==> src/rtl/fetch_unit_if.sv <==
// Fetch-stage bus bundle: instruction-memory req/ack side plus the control-unit side.
// master = fetch_unit, slave = memory/core environment driving it.
interface fetch_unit_if;
  logic        imem_req;
  logic [31:0] imem_addr;
  logic        imem_ack;
  logic [31:0] imem_rdata;
  logic [31:0] instr;
  logic [6:0]  opcode;
  logic [2:0]  funct3;
  logic        funct7;
  logic        instr_valid;
  logic        instr_done;
  logic        PC_SRC;
  logic        JALR;
  logic [31:0] imm;
  logic [31:0] rs1_val;
  logic [31:0] pc;
  logic [31:0] pc_plus4;
  logic        trap;

  modport master (
    output imem_req, imem_addr, instr, opcode, funct3, funct7,
           instr_valid, pc, pc_plus4, trap,
    input  imem_ack, imem_rdata, instr_done, PC_SRC, JALR, imm, rs1_val
  );

  modport slave (
    input  imem_req, imem_addr, instr, opcode, funct3, funct7,
           instr_valid, pc, pc_plus4, trap,
    output imem_ack, imem_rdata, instr_done, PC_SRC, JALR, imm, rs1_val
  );
endinterface

==> src/rtl/fetch_unit.sv <==
// Instruction fetch: holds PC, fetches via req/ack, applies branch/jump decisions; 1 cycle ack->valid.
// Memory stalls hold the request (one cycle per wait); the core stalls by withholding instr_done.
module fetch_unit #(
  parameter logic [31:0] RESET_PC = 32'h0000_0000,
  parameter logic [31:0] NOP      = 32'h0000_0013
) (
  input  logic         CLK,
  input  logic         RST,
  fetch_unit_if.master bus
);

  typedef enum logic [1:0] {REQ, WAIT, VALID, TRAP} state_t;

  state_t      r_state;
  logic [31:0] r_pc;
  logic [31:0] r_instr;
  logic        r_instr_valid;
  logic        r_trap;
  logic [31:0] w_next_pc;
  logic        w_fetching;

  always_comb begin
    w_next_pc = r_pc + 32'd4;
    if (bus.JALR) begin
      w_next_pc = (bus.rs1_val + bus.imm) & ~32'h1;
    end else if (bus.PC_SRC) begin
      w_next_pc = r_pc + bus.imm;
    end
  end

  // Gating with RST keeps the request low during reset so a stale ack cannot land.
  assign w_fetching = !RST && ((r_state == REQ) || (r_state == WAIT));

  always_ff @(posedge CLK or posedge RST) begin
    if (RST) begin
      r_state       <= REQ;
      r_pc          <= RESET_PC;
      r_instr       <= NOP;
      r_instr_valid <= 1'b0;
      r_trap        <= 1'b0;
    end else begin
      case (r_state)
        REQ, WAIT: begin
          if (bus.imem_ack) begin
            r_instr       <= bus.imem_rdata;
            r_instr_valid <= 1'b1;
            r_state       <= VALID;
          end else begin
            r_state <= WAIT;
          end
        end
        VALID: begin
          if (bus.instr_done) begin
            r_instr_valid <= 1'b0;
            if (w_next_pc[1:0] != 2'b00) begin
              r_trap  <= 1'b1;
              r_state <= TRAP;
            end else begin
              r_pc    <= w_next_pc;
              r_instr <= NOP;
              r_state <= REQ;
            end
          end
        end
        default: begin
          r_state <= TRAP;
        end
      endcase
    end
  end

  assign bus.imem_req    = w_fetching;
  assign bus.imem_addr   = r_pc;
  assign bus.instr       = r_instr;
  assign bus.opcode      = r_instr[6:0];
  assign bus.funct3      = r_instr[14:12];
  assign bus.funct7      = r_instr[30];
  assign bus.instr_valid = r_instr_valid;
  assign bus.pc          = r_pc;
  assign bus.pc_plus4    = r_pc + 32'd4;
  assign bus.trap        = r_trap;

endmodule

==> src/flat_wrapper.sv <==
// flat-port wrapper written by rule: the top's interface ports become plain ports
module fetch_unit_flat 
#(
  parameter logic [31:0] RESET_PC = 32'h0000_0000,
  parameter logic [31:0] NOP      = 32'h0000_0013
)
  (CLK, RST, bus_imem_req, bus_imem_addr, bus_instr, bus_opcode, bus_funct3, bus_funct7, bus_instr_valid, bus_pc, bus_pc_plus4, bus_trap, bus_imem_ack, bus_imem_rdata, bus_instr_done, bus_PC_SRC, bus_JALR, bus_imm, bus_rs1_val);
  fetch_unit_if bus_i ();
  input  logic CLK;
  input  logic RST;
  output wire logic [$bits(bus_i.imem_req)-1:0] bus_imem_req;
  output wire logic [$bits(bus_i.imem_addr)-1:0] bus_imem_addr;
  output wire logic [$bits(bus_i.instr)-1:0] bus_instr;
  output wire logic [$bits(bus_i.opcode)-1:0] bus_opcode;
  output wire logic [$bits(bus_i.funct3)-1:0] bus_funct3;
  output wire logic [$bits(bus_i.funct7)-1:0] bus_funct7;
  output wire logic [$bits(bus_i.instr_valid)-1:0] bus_instr_valid;
  output wire logic [$bits(bus_i.pc)-1:0] bus_pc;
  output wire logic [$bits(bus_i.pc_plus4)-1:0] bus_pc_plus4;
  output wire logic [$bits(bus_i.trap)-1:0] bus_trap;
  input wire logic [$bits(bus_i.imem_ack)-1:0] bus_imem_ack;
  input wire logic [$bits(bus_i.imem_rdata)-1:0] bus_imem_rdata;
  input wire logic [$bits(bus_i.instr_done)-1:0] bus_instr_done;
  input wire logic [$bits(bus_i.PC_SRC)-1:0] bus_PC_SRC;
  input wire logic [$bits(bus_i.JALR)-1:0] bus_JALR;
  input wire logic [$bits(bus_i.imm)-1:0] bus_imm;
  input wire logic [$bits(bus_i.rs1_val)-1:0] bus_rs1_val;
  assign bus_imem_req = bus_i.imem_req;
  assign bus_imem_addr = bus_i.imem_addr;
  assign bus_instr = bus_i.instr;
  assign bus_opcode = bus_i.opcode;
  assign bus_funct3 = bus_i.funct3;
  assign bus_funct7 = bus_i.funct7;
  assign bus_instr_valid = bus_i.instr_valid;
  assign bus_pc = bus_i.pc;
  assign bus_pc_plus4 = bus_i.pc_plus4;
  assign bus_trap = bus_i.trap;
  assign bus_i.imem_ack = bus_imem_ack;
  assign bus_i.imem_rdata = bus_imem_rdata;
  assign bus_i.instr_done = bus_instr_done;
  assign bus_i.PC_SRC = bus_PC_SRC;
  assign bus_i.JALR = bus_JALR;
  assign bus_i.imm = bus_imm;
  assign bus_i.rs1_val = bus_rs1_val;
  fetch_unit #(.RESET_PC(RESET_PC), .NOP(NOP)) u_core (.CLK(CLK), .RST(RST), .bus(bus_i));
endmodule
==> config.mk <==
export PLATFORM = sky130hd
export DESIGN_NAME = fetch_unit_flat
export DESIGN_NICKNAME = d
export VERILOG_FILES = /design/src/rtl/fetch_unit_if.sv /design/src/rtl/fetch_unit.sv /design/src/flat_wrapper.sv
export SDC_FILE = /design/constraint.sdc
export NUM_CORES = 1
export LEC_CHECK = 0
export BUFFER_PORTS_ARGS = -buffer_cell sky130_fd_sc_hd__buf_2
export CAP_MARGIN = 40
export CORE_UTILIZATION = 41
export DETAILED_ROUTE_END_ITERATION = 8
export PLACE_DENSITY = 0.77
export SETUP_SLACK_MARGIN = 0.05
export SYNTH_ARGS = -nofsm -noshare
export SYNTH_HDL_FRONTEND = slang
export SYNTH_SLANG_ARGS = --single-unit
==> constraint.sdc <==
create_clock -name CLK -period 4.1 [get_ports CLK]
set_input_delay 0.82 -clock CLK [delete_from_list [all_inputs] [get_ports CLK]]
set_output_delay 0.82 -clock CLK [all_outputs]
set_load 0.005 [all_outputs]
==> metrics.md <==
| Metric | Value |
|---|---|
| R2R Path Start | `u_core.bus.imem_addr[0]` |
| Status | `completed` |
| Worst Setup SP | `u_core.bus.imem_addr[3]` |
| Clk sinks | `68` |
| Via/cell ratio | `5.744` |
| Vias | `7,829` |
| Clock latency on the worst-skew pair | `0.34 ns` |
| Core Rows | `48` |
| Least-Margin Pin Slew | `just over 0.6 ns` |
| Design Area, Final | `8811 um2` |
| Die width | `between 100 and 150 um` |
| Fin crit period | `3.368 ns` |
| Pins Over Slew Limit | `0` |
| FF-to-FF path depth | `11` |
| Synth top area cells | `dfrtp_1 (22%), ha_1 (10%), nand2_1 (7.8%)` |
| Routed WL | `around 24,000 um` |
| Largest net degree at the start of global routing | `32` |
| Yosys top cell by area | `dfrtp_1` |
| Post-synthesis async set-or-reset flop share | `100.0%` |
| Main combinational cell family by area after synthesis | `compound AO/OA/AOI/OAI gates` |
| Primary FF master, synth | `dfrtp_1` |
| Worst setup EP type | `primary output` |
| First-pass GRT wire length | `between 30,000 and 40,000 um` |
| Most frequent cell after synthesis | `nand2_1` |
| Compound-Gate Fraction of Synth Area | `a little over a quarter` |
| Die area | `18,590 um2` |
| Post-DP HPWL | `around 19,000 um` |
| Synthesized area | `7400 um2` |
| Worst relative slew slack | `about 60%` |
| Simple-gate share of the synthesized area | `around a fifth` |
| FF-to-FF End | `u_core.bus.imem_addr[24]` |
| Adder-cell share of the synthesized area | `11.02%` |
| Cells after Synth | `between 900 and 1,000` |
| Finished Core Util | `50.42%` |
| Critical Path RT | `between 3 and 4 ns` |
| GRT Overall Usage | `25.67%` |
| Area growth, synth to finish | `19.07%` |
| CP max FO | `6` |
| EDFF count, synth | `0` |
| Antenna violations before repair | `0` |
| Cell Pwr Density | `635.8 nW/um2` |
| Num CTS Buffers | `9` |
| RSZ-0062 raised after global routing | `no` |
| Multiplexer share of the synthesized area | `1.251%` |
| # hold bufs at CTS | `0` |
| Post-synthesis sequential area ratio | `between 20 and 25%` |
| Routability cong. | `about 0.94` |
| Final hold vios | `0` |
| Commonest cells in the netlist | `nand2_1 (153), a21oi_1 (80), o21ai_0 (74)` |
| CTS root buf | `clkbuf_16` |
| Post-Syn Area per Cell | `7.773 um2` |
| Core area | `17,480 um2` |
| R2R Setup Slk | `1.03 ns` |
| H-tree depth | `3` |
| Tot Pwr | `5.602 mW` |
| Vias in the first global route | `around 7,200` |
| Post-CTS sizing | `0` |
| Placed inst area | `8516 um2` |
| Final setup violating endpoints | `0` |
| Drt wl/cell | `around 18 um` |
| Die height | `between 100 and 150 um` |
| Share of layout cells above drive strength 1 | `27.24%` |
| # diodes | `0` |
| Worst vdd rail ir drop | `between 0.3 and 0.4 mV` |
| Pre-CTS setup slack | `around 0.57 ns` |
| Post-Synth XOR/XNOR Area | `9.232%` |
| Reg clk slew, reported paths | `approximately 0.06 ns` |
| Inst Count DP | `1,347` |
| TritonCTS clock tree | `done` |
| Final hold slack | `0.4757 ns` |
| Global route overflow | `0` |
| CP endpoint | `bus_pc_plus4[26]` |
| Clock skew | `roughly 0.011 ns` |
| DRC | `0` |
| Setup CP Type | `reg -> out` |
| Antenna Nets Post-Route | `0` |
| Finished Layout Cells | `1,363` |
| Fmax | `0.2969 GHz` |
| CTS Buffer Depth | `2` |
| Post-synth net total | `1,118` |
| Setup bufs post-CTS | `0` |
| Yosys synthesis warning count | `0` |
| Max_cap viols | `0` |
| Leakage | `approximately 4.3 nW` |
| Port buffer count | `~240` |
| Iteration-0 DRC count of the detailed router | `approximately 540` |
| Final WS setup | `roughly 0.73 ns` |
| DR pass1 iterations | `5` |
| Ports | `244` |
| Min-delay worst type | `in -> async` |
| Startpoint Class | `register` |
| Final Cycle Share | `slightly above 80%` |
| Area fraction of the dominant cell type after synthesis | `21.98%` |
| Setup TNS | `0 ns` |
| Synth unique cells | `86` |
| Crit path DAT | `2.55 ns` |
| Nets@finish | `1,299` |
| #FFs+latches synth | `~70` |
| Starting Density | `a little over two fifths` |
## critical path, cell delays in order (launching register included)
cell	delay [ns]
dfrtp_1	0.47
ha_1	0.26
nand2_1	0.11
nor3_2	0.35
and3_1	0.43
nand4_1	0.16
xnor2_1	0.27
buf_2	0.17
## metal layers
| metal | global-route usage (%) | share of wire (%) | vias to the layer above |
|---|---|---|---|
| li1 | - | - | 3775 |
| met1 | 34.78 | 44 | 3703 |
| met2 | 42.30 | 48 | 321 |
| met3 | 3.095 | 6.6 | 30 |
| met4 | 7.901 | 1.5 | 0 |
| met5 | 0 | 0 | - |
## sequential cells by signal, summed over array words and instances, names as in the netlist
signal	count
u_core.bus.instr_valid	1
u_core.bus.trap	1
u_core.r_state	2
u_core.bus.imem_addr	32
u_core.bus.instr	32
## cells in the final DEF, fill, tap and decap left out, types with 23 or more instances in the layout
cell type and n:
ha_1 62, buf_2 243, nor2_1 64, dfrtp_1 65
a21o_1 26, nand2_1 153, nand3_1 23, xnor2_1 56
a21oi_1 80, o21ai_0 74
## logic make-up after synthesis
family	Yosys count
AOI/OAI and AO/OA	297
xor gates and xnor gates	78
adders and majority gates	64
buffers and inverters	105
DFF	68
muxes	9
and+or+nand+nor	331
## layout make-up
class	instances	area [um2]
clock buffers	11	242.7
clock inverters	5	52.55
inverters	17	63.81
flip-flops and latches	68	1705
fillers	1737	8666
multi-input cells	779	5124
repair buffers	258	1341
well taps	225	281.5
## power breakdown
group	switching (mW)	leakage [nW]	total (mW)	internal [mW]
registers	0.426	0.829	1.43	1.00
logic	1.88	3.29	3.38	1.50
clock network	0.307	0.145	0.792	0.485
total	2.61	4.26	5.60	2.99
## how the worst min path moves through the flow
stage	from	endpoint	slack (ns)	depth (start not counted)
final	RST	u_core.bus.instr[30]	0.48	2
after global routing	RST	u_core.bus.instr[30]	0.49	2
after CTS	RST	u_core.bus.imem_addr[4]	0.48	2
after detailed placement	u_core.bus.trap	u_core.bus.trap	0.47	1
after global placement	u_core.bus.trap	u_core.bus.trap	0.46	1
after floorplan	u_core.bus.trap	u_core.bus.trap	0.47	1
No activity file was read; power rests on OpenSTA's default activity.
